### src/rtl/scalar_mult_ctrl.sv
// Montgomery-ladder sequencer for k*P over GF(2^N): drives the key scanner,
// issues INIT/STEP/FINAL commands to the point datapath, short-circuits k=0/1.
module scalar_mult_ctrl #(
   parameter int N     = 233,
   parameter int CNT_W = 8,
   parameter int WDOG  = N + 4
) (
   input  logic             CLK,
   input  logic             RST_N,
   input  logic             start,
   output logic             key_load,
   output logic             key_check,
   output logic             keyfind_en,
   output logic             keyscan_en,
   input  logic             ki,
   input  logic             key_first_found,
   input  logic [CNT_W-1:0] key_cnt,
   input  logic [1:0]       key_state,
   output logic             op_start,
   output logic [1:0]       op_code,
   output logic             op_bit,
   input  logic             op_done,
   output logic             busy,
   output logic             done,
   output logic             result_inf,
   output logic             result_is_p,
   output logic             err
);

   localparam int WD_W = $clog2(WDOG + 1);

   localparam logic [4:0] S_IDLE      = 5'd0;
   localparam logic [4:0] S_LOAD      = 5'd1;
   localparam logic [4:0] S_CHECK     = 5'd2;
   localparam logic [4:0] S_JW        = 5'd3;
   localparam logic [4:0] S_JUDGE     = 5'd4;
   localparam logic [4:0] S_FIND      = 5'd5;
   localparam logic [4:0] S_FIND_WAIT = 5'd6;
   localparam logic [4:0] S_INIT      = 5'd7;
   localparam logic [4:0] S_OPW_I     = 5'd8;
   localparam logic [4:0] S_CHK       = 5'd9;
   localparam logic [4:0] S_SCAN      = 5'd10;
   localparam logic [4:0] S_SW1       = 5'd11;
   localparam logic [4:0] S_SW2       = 5'd12;
   localparam logic [4:0] S_STEP      = 5'd13;
   localparam logic [4:0] S_OPW_S     = 5'd14;
   localparam logic [4:0] S_FIN       = 5'd15;
   localparam logic [4:0] S_OPW_F     = 5'd16;
   localparam logic [4:0] S_DONE      = 5'd17;

   localparam logic [1:0] OP_INIT  = 2'b00;
   localparam logic [1:0] OP_STEP  = 2'b01;
   localparam logic [1:0] OP_FINAL = 2'b10;

   logic [4:0]      state_q, state_d;
   logic [WD_W-1:0] wdog_q, wdog_d;
   logic [1:0]      code_q, code_d;
   logic            bit_q, bit_d;
   logic            inf_q, inf_d;
   logic            isp_q, isp_d;
   logic            err_q, err_d;
   logic            load_q, check_q, find_q, scan_q, opst_q, busy_q, done_q;

   always_comb begin
      state_d = state_q;
      wdog_d  = wdog_q;
      code_d  = code_q;
      bit_d   = bit_q;
      inf_d   = inf_q;
      isp_d   = isp_q;
      err_d   = err_q;
      case (state_q)
         S_IDLE: begin
            if (start) begin
               state_d = S_LOAD;
               inf_d   = 1'b0;
               isp_d   = 1'b0;
               err_d   = 1'b0;
            end
         end
         S_LOAD:  state_d = S_CHECK;
         S_CHECK: state_d = S_JW;
         S_JW:    state_d = S_JUDGE;
         S_JUDGE: begin
            case (key_state)
               2'b01: begin inf_d = 1'b1; state_d = S_DONE; end
               2'b11: begin isp_d = 1'b1; state_d = S_DONE; end
               2'b10: begin err_d = 1'b1; state_d = S_DONE; end
               default: state_d = S_FIND;
            endcase
         end
         S_FIND: begin
            wdog_d  = '0;
            state_d = S_FIND_WAIT;
         end
         // The watchdog expires after exactly WDOG cycles spent in FIND_WAIT.
         S_FIND_WAIT: begin
            if (key_first_found) begin
               state_d = S_INIT;
            end else if (wdog_q == WD_W'(WDOG - 1)) begin
               err_d   = 1'b1;
               state_d = S_DONE;
            end else begin
               wdog_d = wdog_q + 1'b1;
            end
         end
         S_INIT:  state_d = S_OPW_I;
         S_OPW_I: if (op_done) state_d = S_CHK;
         S_CHK:   state_d = (key_cnt == CNT_W'(N)) ? S_FIN : S_SCAN;
         S_SCAN:  state_d = S_SW1;
         S_SW1:   state_d = S_SW2;
         S_SW2: begin
            bit_d   = ki;
            state_d = S_STEP;
         end
         S_STEP:  state_d = S_OPW_S;
         S_OPW_S: if (op_done) state_d = S_CHK;
         S_FIN:   state_d = S_OPW_F;
         S_OPW_F: if (op_done) state_d = S_DONE;
         S_DONE:  state_d = S_IDLE;
         default: state_d = S_IDLE;
      endcase
      // Opcode is loaded on entry to a command state and held until the next one.
      if (state_d == S_INIT) code_d = OP_INIT;
      if (state_d == S_STEP) code_d = OP_STEP;
      if (state_d == S_FIN)  code_d = OP_FINAL;
   end

   always_ff @(posedge CLK) begin
      if (!RST_N) begin
         state_q <= S_IDLE;
         wdog_q  <= '0;
         code_q  <= OP_INIT;
         bit_q   <= 1'b0;
         inf_q   <= 1'b0;
         isp_q   <= 1'b0;
         err_q   <= 1'b0;
         load_q  <= 1'b0;
         check_q <= 1'b0;
         find_q  <= 1'b0;
         scan_q  <= 1'b0;
         opst_q  <= 1'b0;
         busy_q  <= 1'b0;
         done_q  <= 1'b0;
      end else begin
         state_q <= state_d;
         wdog_q  <= wdog_d;
         code_q  <= code_d;
         bit_q   <= bit_d;
         inf_q   <= inf_d;
         isp_q   <= isp_d;
         err_q   <= err_d;
         load_q  <= (state_d == S_LOAD);
         check_q <= (state_d == S_CHECK);
         find_q  <= (state_d == S_FIND);
         scan_q  <= (state_d == S_SCAN);
         opst_q  <= (state_d == S_INIT) || (state_d == S_STEP) || (state_d == S_FIN);
         busy_q  <= (state_d != S_IDLE) && (state_d != S_DONE);
         done_q  <= (state_d == S_DONE);
      end
   end

   assign key_load    = load_q;
   assign key_check   = check_q;
   assign keyfind_en  = find_q;
   assign keyscan_en  = scan_q;
   assign op_start    = opst_q;
   assign op_code     = code_q;
   assign op_bit      = bit_q;
   assign busy        = busy_q;
   assign done        = done_q;
   assign result_inf  = inf_q;
   assign result_is_p = isp_q;
   assign err         = err_q;

endmodule

### config.mk
export PLATFORM = sky130hd
export DESIGN_NAME = scalar_mult_ctrl
export DESIGN_NICKNAME = d
export VERILOG_FILES = /design/src/rtl/scalar_mult_ctrl.sv
export SDC_FILE = /design/constraint.sdc
export NUM_CORES = 1
export LEC_CHECK = 0
export BUFFER_PORTS_ARGS = -buffer_cell sky130_fd_sc_hd__buf_4
export CAP_MARGIN = 20
export CORE_MARGIN = 2
export CORE_UTILIZATION = 57
export DETAILED_ROUTE_END_ITERATION = 7
export PLACE_DENSITY = 0.89
export SYNTH_ARGS = -nofsm -noshare
export SYNTH_HDL_FRONTEND = slang
export SYNTH_SLANG_ARGS = --single-unit
### constraint.sdc
create_clock -name CLK -period 5.69 [get_ports CLK]
set_input_delay 0.8535 -clock CLK [delete_from_list [all_inputs] [get_ports CLK]]
set_output_delay 0.8535 -clock CLK [all_outputs]
set_load 0.005 [all_outputs]
==> flow_summary.json, run 1 <==
{
  "ys_seq_area_share_pct": 38.0,
  "yosys_warnings": 0,
  "wl_per_cell_um": 14.0,
  "clkLatencyLatePin_ns": 0.32,
  "drt_iter0_drc": 39,
  "vias": 1254,
  "worstHoldStart": "result_is_p$_SDFFE_PN0P_",
  "final_common_cell": "buf_4",
  "dp.final_hpwl_um": 2180,
  "cts.htree.levels": 1,
  "switching_share_pct": 23.7,
  "core_area_um2": 2230,
  "cp-end-kind": "flip-flop",
  "max_freq_mhz": 445,
  "fin_area_um2": 1630,
  "worstMarginPinSlew_ns": 0.525,
  "cts_tree": "yes",
  "layout_common_cells": "28 x buf_4, 26 x dfxtp_1, 18 x nor2_1, 9 x nand2_1",
  "synth_area_um2": 1370,
  "fillCellCount": 158,
  "busiest_layer": "met2",
  "met2_usage_pct": 36.5,
  "hold_path_depth": 2,
  "dieArea_um2": 2810,
  "cp_max_fo": 6,
  "slew_viol_final": 0,
  "ir_worst_vdd_mv": 0.189,
  "numClockSinks": 26,
  "start_kind": "primary input",
  "grt_pass1_wl_um": 4860,
  "grt_util_met1_pct": 32.1,
  "status": "finished, final reports clean",
  "p_int_uw": 287,
  "min_path_type": "flip-flop to flip-flop",
  "grt_pass1_vias": 1130,
  "setup_violations": 0,
  "async_flop_share_pct": 0,
  "r2r_cells": 8,
  "synth_edf_count": 0,
  "diodes": 0,
  "ff2ff_setup_slack_ns": 3.45,
  "syn_nets": 176,
  "crit_type": "primary input to flip-flop",
  "dr.pass1.iters": 4,
  "post-cts-setup-buffers": 0,
  "placed_area_um2": 1580,
  "max_slew_margin_pct": 64.9,
  "fp.dieH_um": 53.0,
  "globalRouteMet3Util_pct": 3.39,
  "synth_seq_cells": 26,
  "grt_max_degree": 18,
  "ant_nets": 0,
  "clkPwrFrac_pct": 33.2,
  "antenna_found_initial": 0,
  "synth_cells": 158,
  "chipWidth_um": 53.0,
  "worst_ep_arrival_time_ns": 2.52,
  "drive_gt1_share_pct": 23.9,
  "pwr-share-seq_pct": 52.0,
  "ys.flop_type": "dfxtp_1",
  "gp_congestion": 0.889,
  "p_leak_nw": 0.714,
  "rows": 17,
  "min_period_ns": 2.25,
  "drv_cap": 0,
  "p_comb_share_pct": 14.8,
  "worstHoldEndpoint": "result_is_p$_SDFFE_PN0P_",
  "wl_um": 2970,
  "ioPinCount": 29,
  "cts_buffers": 3,
  "clk_pin_slew_ns": 0.15,
  "avgSynthCellArea_um2": 8.66,
  "grt-ovfl-total": 0,
  "clk_path_buf_depth": 2,
  "port_buffers": 28,
  "start_util_pct": 61.3,
  "clockRootBuffer": "clkbuf_4",
  "required_ns": 5.97,
  "nets": 203,
  "post-route-util_pct": 73.1,
  "rr_endpoint": "busy$_SDFF_PN0_",
  "vias_per_cell": 5.92,
  "cts_hold_buf": 0,
  "finClkSkew_ns": 0.0119,
  "rsz0062_at_grt": "false",
  "fin_crit_sh_pct": 39.5,
  "hold_viol_final": 0,
  "drc": 0,
  "r2r_start": "wdog_q[0]$_SDFFE_PN0P_",
  "p_sw_uw": 89.3,
  "synthDistinctLibCells": 47,
  "grt_use_total_pct": 23.1,
  "p_per_area_nw_per_um2": 231,
  "holdWs_ns": 0.503,
  "post_cts_resized": 0,
  "syn2layout_area_growth_pct": 19.2,
  "finalSetupTns_ns": 0
}
-- state kept, by name, summed over array words and instances, names as in the netlist --
register and count:
op_bit 1, result_is_p 1, err 1, done 1
key_check 1, result_inf 1, busy 1, keyfind_en 1
state_q 5, wdog_q 8, key_load 1, op_start 1
keyscan_en 1, op_code 2
-- cell type report --
class / count / area (um2) / area share (%)
Multi-Input combinational cell: 119 / 787 / 48.2
Clock inverter: 1 / 30.0 / 1.84
Sequential cell: 26 / 520 / 31.9
Clock buffer: 3 / 22.5 / 1.38
Inverter: 7 / 26.3 / 1.61
Timing Repair Buffer: 28 / 210 / 12.9
Tap cell: 28 / 35.0 / 2.15
-- layer usage --
| layer | vias to the layer above | wire (um) |
|---|---|---|
| li1 | 624 | - |
| met1 | 574 | 1370 |
| met2 | 52 | 1410 |
| met3 | 4 | 166 |
| met4 | 0 | 21 |
| met5 | - | 0 |
-- how the worst max path moves through the flow --
stage                           start                      end  slack (ns)  cells past startpoint
2_1_floorplan              key_cnt[1]  op_code[0]$_SDFFE_PP0P_        3.46                      6
3_3_place_gp               key_cnt[1]  op_code[0]$_SDFFE_PP0P_        3.24                      7
3_5_place_dp               key_cnt[1]  op_code[1]$_SDFFE_PN0P_        3.14                      7
4_1_cts        wdog_q[0]$_SDFFE_PN0P_          busy$_SDFF_PN0_        3.48                      8
5_1_grt        wdog_q[0]$_SDFFE_PN0P_    keyscan_en$_SDFF_PN0_        3.31                      8
6_report                   key_cnt[1]          busy$_SDFF_PN0_        3.44                      7
-- power groups by stage --
stage	sequential (mW)	clock [mW]	combinational, mW
after floorplan	0.195	0	0.0389
after global placement	0.200	0	0.0536
after detailed placement	0.199	0	0.0554
after CTS	0.196	0.125	0.0557
after global routing	0.197	0.135	0.0612
final	0.196	0.125	0.0558
-- worst max-delay path: stages --
cell	delay, ns
buf_4	0.10
or3b_2	0.46
nor4_2	0.43
a31oi_1	0.08
nand3_1	0.18
nand2b_1	0.24
o211a_1	0.17
-- stage by stage --
step / setup slack, ns / cells / power, mW
after floorplan: 3.46 / 158 / 0.234
after global placement: 3.24 / 208 / 0.253
after detailed placement: 3.14 / 208 / 0.255
after CTS: 3.48 / 212 / 0.376
after global routing: 3.31 / 212 / 0.394
final: 3.44 / 212 / 0.377
-- cells by family (layout without fill, tap and decap cells) --
group / after synthesis / count (layout) / share of synthesized area [%]
and+or+nand+nor: 78 / 78 / 34.2
AOI/OAI and AO/OA: 30 / 30 / 15.6
adders and majority gates: 2 / 2 / 1.83
DFF: 26 / 26 / 38.0
muxes: 1 / 1 / 0.731
buffers and inverters: 13 / 39 / 4.48
xor gates and xnor gates: 8 / 8 / 5.12
-- cells in the mapped netlist (all sizes together), types with 3 or more instances --
master	count	area, um2
o21ai	8	40.0
nor2	19	73.8
and3	4	25.0
o211a	3	30.0
nand2b	6	45.0
nand2	9	33.8
a21oi	4	23.8
nand3	5	25.0
buf	3	23.8
inv	7	26.3
nor2b	3	18.8
dfxtp	26	521
and2	8	50.1
xor2	8	70.1
nor4	6	56.3
nand4	5	31.3
nor3	4	25.0
clkbuf	3	11.3
Note: power is estimated with default switching activity, not from simulation.
==> run 2: changes to the inputs <==
--- a/config.mk
+++ b/config.mk
@@ -8,9 +8,9 @@
 export BUFFER_PORTS_ARGS = -buffer_cell sky130_fd_sc_hd__buf_4
 export CAP_MARGIN = 20
 export CORE_MARGIN = 2
-export CORE_UTILIZATION = 57
+export CORE_UTILIZATION = 48
 export DETAILED_ROUTE_END_ITERATION = 7
-export PLACE_DENSITY = 0.89
+export PLACE_DENSITY = 0.8
 export SYNTH_ARGS = -nofsm -noshare
 export SYNTH_HDL_FRONTEND = slang
 export SYNTH_SLANG_ARGS = --single-unit
==> constraint.sdc (replaced) <==
create_clock -name CLK -period 1.8 [get_ports CLK]
set_input_delay 0.27 -clock CLK [delete_from_list [all_inputs] [get_ports CLK]]
set_output_delay 0.27 -clock CLK [all_outputs]
set_load 0.005 [all_outputs]
==> flow_summary.json, run 2 (synthesis gave the netlist of run 1 again) <==
{
  "status": "finished, violations left",
  "violations": "setup timing",
  "placed_area_um2": 1790,
  "p_per_area_nw_per_um2": 665,
  "start_util_pct": 50.1,
  "fp.dieH_um": 57.4,
  "fin_crit_sh_pct": 107,
  "clk_path_buf_depth": 2,
  "gp_congestion": 0.838,
  "finClkSkew_ns": 0.00345,
  "port_buffers": 28,
  "setup_ws_ns": -0.129,
  "largest_reg_flops": 8,
  "wl_per_cell_um": 15.6,
  "cts_tree": "yes",
  "rows": 19,
  "dr.pass1.iters": 4,
  "cts_buffers": 3,
  "p_comb_share_pct": 19.6,
  "pwr-share-seq_pct": 47.9,
  "layout_common_cells": "57 x buf_4, 21 x dfxtp_1, 18 x nor2_1",
  "max_freq_mhz": 518,
  "path_cells": "inv_2, ha_4, and4b_1, nand4b_1, a211o_2, o22a_2, and3_4, o211a_1",
  "slew_viol_final": 0,
  "wl_um": 3800,
  "vias": 1383,
  "grt_max_degree": 18,
  "numClockSinks": 26,
  "final_common_cell": "buf_4",
  "ioPinCount": 29,
  "grt_pass1_wl_um": 5980,
  "crit_family": "compound AO/OA/AOI/OAI gates",
  "hold_viol_final": 0,
  "slowest_stage": "dfxtp_2",
  "vias_per_cell": 5.67,
  "crit_type": "flip-flop to flip-flop",
  "antenna_found_initial": 0,
  "required_ns": 2.05,
  "max_slew_margin_pct": 75.6,
  "drv_cap": 0,
  "drc": 0,
  "min_period_ns": 1.93,
  "cp-end-kind": "flip-flop",
  "p_sw_uw": 325,
  "ant_nets": 0,
  "diodes": 0,
  "critPathMaxStageDelay_ns": 0.36,
  "drive_gt1_share_pct": 42.7,
  "core_area_um2": 2730,
  "clkPwrFrac_pct": 32.5,
  "dieArea_um2": 3290,
  "rsz0062_at_grt": "true",
  "cp_max_fo": 3,
  "top_register": "wdog_q",
  "clkLatencyLatePin_ns": 0.34,
  "worst_ep_arrival_time_ns": 2.18,
  "p_int_uw": 951,
  "grt_pass1_vias": 1348,
  "worstMarginPinSlew_ns": 0.362,
  "nets": 232,
  "fin_area_um2": 1920,
  "switching_share_pct": 25.5,
  "grt_use_total_pct": 23.5,
  "finalSetupTns_ns": -0.879,
  "setup_violations": 16,
  "syn2layout_area_growth_pct": 40.2,
  "chipWidth_um": 57.4,
  "start_kind": "flip-flop",
  "holdWs_ns": 0.177,
  "dp.final_hpwl_um": 2730,
  "ir_worst_vdd_mv": 0.612,
  "min_path_type": "primary input to flip-flop",
  "clk_pin_slew_ns": 0.15,
  "post-route-util_pct": 70.2,
  "clockRootBuffer": "clkbuf_4",
  "p_leak_nw": 0.871,
  "drt_iter0_drc": 39,
  "cts.htree.levels": 1,
  "critical_path_buf_inv_count": 1,
  "grt-ovfl-total": 0
}
## run 2: final timing paths
kind / startpoint / to / slack [ns] / cells after the start
setup / recovery: wdog_q[0]$_SDFFE_PN0P_ / op_code[0]$_SDFFE_PP0P_ / -0.13 / 8
hold / removal: ki / op_bit$_SDFFE_PN0P_ / 0.18 / 3
hold reg to reg: result_inf$_SDFFE_PN0P_ / result_inf$_SDFFE_PN0P_ / 0.50 / 2
setup reg to reg: wdog_q[0]$_SDFFE_PN0P_ / op_code[0]$_SDFFE_PP0P_ / -0.13 / 8
## run 2: power groups by stage
| stage | Sequential, mW | Combinational (mW) | Clock [mW] |
|---|---|---|---|
| 2_1_floorplan | 0.618 | 0.128 | 0 |
| 3_3_place_gp | 0.622 | 0.219 | 0 |
| 3_5_place_dp | 0.622 | 0.228 | 0 |
| 4_1_cts | 0.611 | 0.242 | 0.420 |
| 5_1_grt | 0.614 | 0.269 | 0.432 |
| 6_report | 0.611 | 0.250 | 0.415 |
## run 2: per-layer routing
layer  up-vias  global-route usage (%)  wire [um]
met5         -                       0          0
met4         0                    10.3         91
met3         8                    2.72        199
met2        48                    42.9       1920
met1       649                    27.2       1590
li1        678                       -          -
## run 2: area by class of cell
class,count,area (um2)
multi-input combinational,119,847
fill,207,815
sequential,26,527
timing repair buffer,57,428
tap,31,38.8
clock inverter,1,30.0
inverter,7,26.3
clock buffer,3,22.5
## run 2: metrics by stage
| step | setup slack [ns] | std cells | total power, mW |
|---|---|---|---|
| 2_1_floorplan | -0.0161 | 158 | 0.745 |
| 3_3_place_gp | -0.0523 | 236 | 0.841 |
| 3_5_place_dp | -0.192 | 236 | 0.850 |
| 4_1_cts | -0.0980 | 242 | 1.27 |
| 5_1_grt | -0.212 | 244 | 1.32 |
| 6_report | -0.129 | 244 | 1.28 |
## run 2: tightest hold or removal path, cell delays in order
cell and delay (ns):
buf_4 0.08, mux2i_1 0.05, nor2b_1 0.09
## run 2: what timing repair did
item / 4_1_cts / 5_1_grt
pin swaps: 7 / 11
gates resized for setup: 6 / 8
hold buffers: 0 / 0
setup buffers: 2 / 2
setup endpoints to repair: 18 / 19
==> run 3: changes to the inputs <==
--- a/config.mk
+++ b/config.mk
@@ -5,12 +5,13 @@
 export SDC_FILE = /design/constraint.sdc
 export NUM_CORES = 1
 export LEC_CHECK = 0
+export ABC_AREA = 1
 export BUFFER_PORTS_ARGS = -buffer_cell sky130_fd_sc_hd__buf_4
 export CAP_MARGIN = 20
 export CORE_MARGIN = 2
-export CORE_UTILIZATION = 48
+export CORE_UTILIZATION = 59
 export DETAILED_ROUTE_END_ITERATION = 7
-export PLACE_DENSITY = 0.8
+export PLACE_DENSITY = 0.9
 export SYNTH_ARGS = -nofsm -noshare
 export SYNTH_HDL_FRONTEND = slang
 export SYNTH_SLANG_ARGS = --single-unit
==> constraint.sdc (replaced) <==
create_clock -name CLK -period 2.3 [get_ports CLK]
set_input_delay 0.345 -clock CLK [delete_from_list [all_inputs] [get_ports CLK]]
set_output_delay 0.345 -clock CLK [all_outputs]
set_load 0.005 [all_outputs]
==> flow_summary.json, run 3 <==
{
  "setup_violations": 0,
  "wl_um": 3610,
  "core_area_um2": 2480,
  "post_cts_resized": 0,
  "p_leak_nw": 0.897,
  "min_period_ns": 1.76,
  "async_flop_share_pct": 0,
  "grt_pass1_vias": 1486,
  "yosys_warnings": 0,
  "cts_buffers": 3,
  "ant_nets": 0,
  "dp.cells": 285,
  "synth_seq_cells": 26,
  "top_register": "wdog_q",
  "max_slew_margin_pct": 65.0,
  "setup_ws_ns": 0.537,
  "diodes": 0,
  "drive_gt1_share_pct": 22.0,
  "largest_reg_flops": 8,
  "clockRootBuffer": "clkbuf_4",
  "dr.pass1.iters": 4,
  "post-cts-setup-buffers": 0,
  "synth_area_um2": 1540,
  "start_util_pct": 62.3,
  "ys_seq_area_share_pct": 33.7,
  "ir_worst_vdd_mv": 0.572,
  "fin_area_um2": 1830,
  "hold_viol_final": 0,
  "clkLatencyLatePin_ns": 0.33,
  "p_per_area_nw_per_um2": 614,
  "numClockSinks": 26,
  "syn2layout_area_growth_pct": 18.2,
  "clk_path_buf_depth": 2,
  "max_freq_mhz": 567,
  "synthDistinctLibCells": 32,
  "path_cells": "nor2_2, nand3_1, o21ai_0, a21oi_2, nand2_1, nor2_1, nand3b_1, nor2_1",
  "drv_cap": 0,
  "gp_congestion": 0.876,
  "antenna_found_initial": 0,
  "synth_top_area_share_pct": 33.7,
  "start_kind": "flip-flop",
  "synth_common_cells": "51 x nand2_1, 32 x inv_1, 32 x nor2_1",
  "drt_iter0_drc": 51,
  "rows": 18,
  "fin_crit_sh_pct": 76.6,
  "synth.most_common_cell": "nand2_1",
  "synth_edf_count": 0,
  "critical_path_buf_inv_count": 0,
  "drc": 0,
  "place_ws_ns": 0.582,
  "nets": 278,
  "clk_pin_slew_ns": 0.15,
  "slowest_stage": "dfxtp_1",
  "finalSetupTns_ns": 0,
  "cts_tree": "yes",
  "holdWs_ns": 0.265,
  "grt_use_total_pct": 27.4,
  "grt_max_degree": 19,
  "vias_per_cell": 5.39,
  "port_buffers": 28,
  "vias": 1558,
  "chipWidth_um": 55.2,
  "fp.dieH_um": 55.2,
  "crit_family": "simple AND/OR/NAND/NOR gates",
  "cts.htree.levels": 1,
  "synth_area_leader_cell": "dfxtp_1",
  "synth_cells": 230,
  "cts_hold_buf": 0,
  "fillCellCount": 215,
  "wl_per_cell_um": 12.5,
  "min_path_type": "primary input to flip-flop",
  "synth_area_leaders": "dfxtp_1 34%, nand2_1 12%, inv_1 7.8%",
  "final_common_cell": "nand2_1",
  "placed_area_um2": 1770,
  "cp_max_fo": 12,
  "status": "finished, final reports clean",
  "finClkSkew_ns": 0.00571,
  "crit_type": "flip-flop to flip-flop",
  "avgSynthCellArea_um2": 6.71,
  "dp.final_hpwl_um": 2800,
  "grt-ovfl-total": 0,
  "rsz0062_at_grt": "false",
  "ioPinCount": 29,
  "required_ns": 2.57,
  "worstMarginPinSlew_ns": 0.522,
  "ys.flop_type": "dfxtp_1",
  "grt_pass1_wl_um": 6020,
  "syn_nets": 248,
  "cp-end-kind": "flip-flop",
  "critPathMaxStageDelay_ns": 0.66,
  "fin_cells": 289,
  "crit_top_cell": "nor2_1",
  "slew_viol_final": 0,
  "dieArea_um2": 3040,
  "worst_ep_arrival_time_ns": 2.04,
  "layout_common_cells": "51 x nand2_1, 32 x inv_1, 32 x nor2_1, 28 x buf_4, 26 x dfxtp_1"
}
[run 3: changes by cell type after synthesis, moves of 4 or more]
cell      before  now
nand2_1        9   51
nor2_1        18   32
a21oi_1        3   11
nand3_1        5   21
inv_1          7   32
and3_1         4    0
nand2_4        0    7
and2_1         8    1
xor2_1         8    0
o21ai_0        6   10
nand2b_1       5    0
nor2_2         1    5
[run 3: final timing paths]
kind / cells past startpoint / start / slack [ns] / to
worst max-delay path: 8 / state_q[2]$_SDFF_PN0_ / 0.54 / keyscan_en$_SDFF_PN0_
worst min register to register: 2 / op_bit$_SDFFE_PN0P_ / 0.46 / op_bit$_SDFFE_PN0P_
worst min-delay path: 3 / RST_N / 0.27 / state_q[3]$_SDFF_PN0_
worst max register to register: 8 / state_q[2]$_SDFF_PN0_ / 0.54 / keyscan_en$_SDFF_PN0_
[run 3: layout make-up]
type                       count  area, um2  share of cell area, %
multi-input combinational    164        861                   47.2
clock inverter                 1       30.0                   1.64
inverter                      37        144                   7.88
sequential                    26        520                   28.5
tap                           30       37.5                   2.06
timing repair buffer          28        210                   11.5
clock buffer                   3       22.5                   1.23
[run 3: per-layer routing]
metal / wire length [um] / track usage [%] / part of all wire, %
met5: 0 / 0 / 0
met4: 79 / 10.2 / 2.2
met3: 215 / 3.49 / 6.0
met2: 1800 / 51.2 / 50
met1: 1510 / 31.4 / 42
[run 3: tightest hold or removal path: stages]
cell     delay (ns)
buf_4          0.12
nand2_1        0.06
inv_1          0.04
[run 3: power by group]
part           internal (mW)  switching (mW)
sequential             0.479          0.0355
combinational          0.115           0.174
clock                  0.176           0.141
[run 3: logic make-up after synthesis]
group	share of synthesized area, %
AOI/OAI and AO/OA	11.5
adders and majority gates	1.62
buffers and inverters	10.5
DFF	33.7
and+or+nand+nor	42.6
[run 3: through the flow]
stage	power [mW]	utilization [%]
floorplan	0.718	-
finish	1.12	73.7
CTS	1.12	73.7
detailed placement	0.809	71.6
global route	1.18	73.7
global placement	0.799	71.6
